$ cat src/rtl/sigmoid_table_loader.sv
// Streams sample beats into the sigmoid table RAM write port.
// Define SIGMOID_LOAD_CHECKSUM_EN to require a trailing checksum beat.
module sigmoid_table_loader #(
  parameter int inWidth   = 5,
  parameter int dataWidth = 16
) (
  input  logic                 clk,
  input  logic                 rst,
  input  logic                 start,
  input  logic                 abort,
  input  logic                 wr_valid,
  input  logic [dataWidth-1:0] wr_data,
  output logic                 wr_ready,
  output logic                 mem_we,
  output logic [inWidth-1:0]   mem_addr,
  output logic [dataWidth-1:0] mem_wdata,
  output logic                 busy,
  output logic                 done,
  output logic                 err
);

  localparam logic [1:0] S_IDLE  = 2'd0;
  localparam logic [1:0] S_LOAD  = 2'd1;
  localparam logic [1:0] S_CHECK = 2'd2;
  localparam logic [1:0] S_DONE  = 2'd3;

  localparam logic [inWidth-1:0] CNT_ONE  = inWidth'(1);
  localparam logic [inWidth-1:0] CNT_LAST = {inWidth{1'b1}};

  logic [1:0]           state_q, state_d;
  logic [inWidth-1:0]   cnt_q, cnt_d;
  logic                 we_q, we_d;
  logic [inWidth-1:0]   addr_q, addr_d;
  logic [dataWidth-1:0] wdata_q, wdata_d;
  logic                 err_q, err_d;
  logic                 hs;

`ifdef SIGMOID_LOAD_CHECKSUM_EN
  logic [dataWidth-1:0] acc_q, acc_d;
`endif

  assign wr_ready  = (state_q == S_LOAD) || (state_q == S_CHECK);
  assign busy      = wr_ready;
  assign done      = (state_q == S_DONE);
  assign err       = err_q;
  assign mem_we    = we_q;
  assign mem_addr  = addr_q;
  assign mem_wdata = wdata_q;
  assign hs        = wr_valid && wr_ready;

  always_comb begin
    state_d = state_q;
    cnt_d   = cnt_q;
    we_d    = 1'b0;
    addr_d  = addr_q;
    wdata_d = wdata_q;
    err_d   = err_q;
`ifdef SIGMOID_LOAD_CHECKSUM_EN
    acc_d   = acc_q;
`endif
    unique case (state_q)
      S_IDLE, S_DONE: begin
        if (start) begin
          state_d = S_LOAD;
          cnt_d   = '0;
          err_d   = 1'b0;
`ifdef SIGMOID_LOAD_CHECKSUM_EN
          acc_d   = '0;
`endif
        end
      end
      S_LOAD: begin
        // abort wins over a same-cycle beat: nothing is written
        if (abort) begin
          state_d = S_IDLE;
          err_d   = 1'b1;
        end else if (hs) begin
          we_d    = 1'b1;
          addr_d  = cnt_q;
          wdata_d = wr_data;
          cnt_d   = cnt_q + CNT_ONE;
`ifdef SIGMOID_LOAD_CHECKSUM_EN
          acc_d   = acc_q + wr_data;
          if (cnt_q == CNT_LAST) state_d = S_CHECK;
`else
          if (cnt_q == CNT_LAST) state_d = S_DONE;
`endif
        end
      end
      S_CHECK: begin
        if (abort) begin
          state_d = S_IDLE;
          err_d   = 1'b1;
        end else if (hs) begin
          state_d = S_DONE;
`ifdef SIGMOID_LOAD_CHECKSUM_EN
          if (wr_data != acc_q) err_d = 1'b1;
`endif
        end
      end
      default: state_d = S_IDLE;
    endcase
  end

  always_ff @(posedge clk) begin
    if (rst) begin
      state_q <= S_IDLE;
      cnt_q   <= '0;
      we_q    <= 1'b0;
      addr_q  <= '0;
      wdata_q <= '0;
      err_q   <= 1'b0;
    end else begin
      state_q <= state_d;
      cnt_q   <= cnt_d;
      we_q    <= we_d;
      addr_q  <= addr_d;
      wdata_q <= wdata_d;
      err_q   <= err_d;
    end
  end

`ifdef SIGMOID_LOAD_CHECKSUM_EN
  always_ff @(posedge clk) begin
    if (rst) acc_q <= '0;
    else     acc_q <= acc_d;
  end
`endif

endmodule
$ cat config.mk
export PLATFORM = sky130hd
export DESIGN_NAME = sigmoid_table_loader
export DESIGN_NICKNAME = d
export VERILOG_FILES = /design/src/rtl/sigmoid_table_loader.sv
export SDC_FILE = /design/constraint.sdc
export NUM_CORES = 1
export LEC_CHECK = 0
export BUFFER_PORTS_ARGS = -buffer_cell sky130_fd_sc_hd__buf_2
export CAP_MARGIN = 20
export CORE_ASPECT_RATIO = 1.2
export CORE_MARGIN = 3
export CORE_UTILIZATION = 45
export CTS_BUF_LIST = sky130_fd_sc_hd__clkbuf_8
export DETAILED_ROUTE_END_ITERATION = 16
export PLACE_DENSITY = 0.82
export RECOVER_POWER = 50
export SYNTH_ARGS = -nofsm -noshare
export SYNTH_HDL_FRONTEND = slang
export SYNTH_SLANG_ARGS = --single-unit
$ cat constraint.sdc
create_clock -name clk -period 2.1 [get_ports clk]
set_input_delay 0.315 -clock clk [delete_from_list [all_inputs] [get_ports clk]]
set_output_delay 0.315 -clock clk [all_outputs]
set_load 0.02 [all_outputs]
==> qor.csv <==
stage,metric,value,unit
drt,Via Count,1187,
drt,WL/cell,12.3,microns
worst_setup_path,R2R Path End,mem_addr[1],
worst_setup_path,Setup crit end kind,register,
yosys,sequential element share of the synthesized area,0.473,
worst_setup_path,worst reg2reg path depth,6,
floorplanning,Cell Rows,20,
global_route,GRT Residual Overflow,0,
pwr,P_leak,0.000603,uW
timing,final setup fails,0,
timing,RSZ-0062 raised after global routing,false,
placed_design,Port Buffers,46,
worst_setup_path,"Data arrival, critical path",2.04,ns
min_path,Worst Hold Launch,wr_data[15],
floorplanning,die area,3500,sq um
layout,Final Cell Area,1560,sq um
cts,cts bufs inserted,5,
yosys,top flip-flop cell by instance count after synthesis,dfxtp_1,
cts,# clock sinks,30,
cts,CTS root buffer,clkbuf_8,
timing,Final Hold Fails,0,
timing,Final min period,1.84,ns
yosys,leading post-synthesis cells by cell area,"dfxtp_1 47%, nand2_1 13%, a21oi_1 9.9%",
cts,Clock Path Buffers,2,
yosys,synthesis-stage register bit count,30,
cts,clock slew at reported path FFs,0.06,ns
timing,maximum clock frequency,542,MHz
cts,H-tree level count,2,
yosys,syn_area_per_cell,8.35,sq um
pwr,PnR Total Power,1340,uW
worst_setup_path,crit start category,register,
layout,share of post-route cells with drive strength above 1,0.172,
yosys,"Cell Area, Synth",1270,sq um
drt,WL final,2850,microns
drt,drt initial violations,17,
placed_design,routability congestion estimate from global placement,0.782,
timing,TNS Setup,0,ns
layout,synthesis-to-layout area growth,22.6,%
cts,Worst-Skew Late Latency,0.27,ns
floorplanning,starting density of the core,0.488,
worst_setup_path,RR Startpoint,state_q[0],
cts,Setup Buffers After CTS,0,
yosys,area share of the largest cell type after synthesis,0.473,
worst_setup_path,Worst R2R Setup Slack,0.26,ns
timing,slew margin rel.,0.658,
drt,Routed Antenna Nets,0,
yosys,Syn Inst Count,152,
drt,DRC,0,
worst_setup_path,crit path kind,reg -> reg,
worst_setup_path,"Req. time, crit path",2.29,ns
min_path,worst hold endpoint,mem_wdata[15],
floorplanning,Die H,64.2,microns
cts,CTS Hold Bufs,0,
cts,CTS tree,done,
global_route,first-pass GRT wire length,4720,microns
global_route,GR Util All Layers,0.178,
min_path,Hold WC Path Type,in -> reg,
placed_design,dpl cell area,1490,sq um
global_route,largest net degree at the start of global routing,32,
min_path,hold depth,3,
timing,Final Cycle Share,0.878,
yosys,count of different cell masters after synthesis,26,
floorplanning,floorplan core area,2600,sq um
yosys,number of flops mapped to enable cells by yosys,0,
pwr,P per Cell Area,864,nW/um^2
pwr,Max VDD drop,0.530,mV
floorplanning,Ports,47,
drt,Detailed Routing Iterations Pass 1,4,
layout,antenna cells,0,
run,number of max-cap violations,0,
timing,Worst Tran Pin Value,0.512,ns
layout,FILL cells,260,
yosys,YS warnings,0,
layout,Multi-input gate area,584,sq um
global_route,initial antenna violation count,0,
placed_design,post-DP HPWL,2180,microns
cts,cells resized by post-CTS repair,0,
yosys,dominant cell type by area after synthesis,dfxtp_1,
worst_setup_path,Max Fanout on Critical Path,11,
yosys,asr flop ratio synth,0,
yosys,Mapped Nets,178,
floorplanning,Die Wd,54.5,microns
global_route,vias in the first global route,1183,
layout,Nets,223,
timing,Final Skew,0.00772,ns
timing,fin. max-slew vios,0,
status,status,"complete, no violations",
layout,Util after Layout,0.598,
layout,register area,601,sq um
drt,vias per std cell,5.14,
[critical path, stage by stage, from the launching register on]
cell and delay, ns:
dfxtp_1 0.37, inv_1 0.08, ha_1 0.39, and4bb_1 0.48, buf_4 0.24, nand2_1 0.07, a21oi_1 0.14
[power breakdown]
part	leakage, uW	switching (uW)	internal (uW)
Sequential	0.000242	19.2	596
Combinational	0.000308	178	96.7
Clock	0.0000524	195	259
[placed cells by master (no fill, tap or decap), drive strengths merged]
master,instances
ha,5
a311oi,2
a21boi,1
and3,1
or3,1
inv,5
nand2,45
clkinv,1
nand2b,2
dfxtp,30
nand3,6
a21oi,25
clkbuf,30
nand4bb,1
nor2b,3
a211o,1
nor2,5
buf,25
nor3,1
o211ai,1
a41oi,1
and4bb,1
o2111ai,2
nand3b,2
o311a,1
[cell families (layout without fill, tap and decap cells)]
| group | count (synthesis) | in the layout | synth area share |
|---|---|---|---|
| flip-flops | 30 | 30 | 0.473 |
| AND/OR/NAND/NOR | 68 | 68 | 0.241 |
| buffers and inverters | 15 | 61 | 0.0661 |
| adder cells (fa/ha/maj) | 5 | 5 | 0.0493 |
| AO/OA/AOI/OAI | 34 | 34 | 0.171 |
[state kept, by name, indices dropped and copies added (netlist names)]
signal     count
cnt_q          5
state_q        2
mem_we         1
mem_addr       5
mem_wdata     16
err            1
[synth_stat cells, types with 2 or more instances]
cell / count
a21oi_1: 25
buf_4: 7
clkbuf_1: 3
dfxtp_1: 30
ha_1: 5
inv_1: 4
nand2_1: 45
nand2b_1: 2
nand3_1: 6
nand3b_1: 2
nor2_1: 5
nor2b_1: 3
o2111ai_1: 2
[worst max path at each step]
stage | from | cells after the start | end
after detailed placement | state_q[0] | 6 | mem_addr[1]
final | state_q[0] | 6 | mem_addr[1]
after floorplan | state_q[0] | 6 | cnt_q[3]
after global placement | state_q[0] | 6 | mem_addr[1]
after CTS | state_q[0] | 6 | mem_addr[1]
after global routing | state_q[0] | 6 | mem_addr[1]
[layout make-up]
| type | count | area share |
|---|---|---|
| Sequential cell | 30 | 0.386 |
| Clock buffer | 6 | 0.0531 |
| Clock inverter | 2 | 0.00563 |
| Tap cell | 33 | 0.0265 |
| Timing Repair Buffer | 49 | 0.143 |
| Inverter | 4 | 0.00965 |
| Multi-Input combinational cell | 107 | 0.376 |
[through the flow]
step / hold slack (ns) / setup WS (ns) / std cells
floorplan: 0.449 / 0.503 / 152
global placement: 0.439 / 0.378 / 223
detailed placement: 0.447 / 0.266 / 223
CTS: 0.273 / 0.256 / 231
global route: 0.278 / 0.0988 / 231
finish: 0.276 / 0.256 / 231
[routing by layer]
metal	wire, microns	track usage	share of wire
met5	0	0	0
met4	47	0.0654	0.016
met3	176	0.0420	0.062
met2	1550	0.337	0.54
met1	1080	0.175	0.38
(Power assumes the default switching activity.)
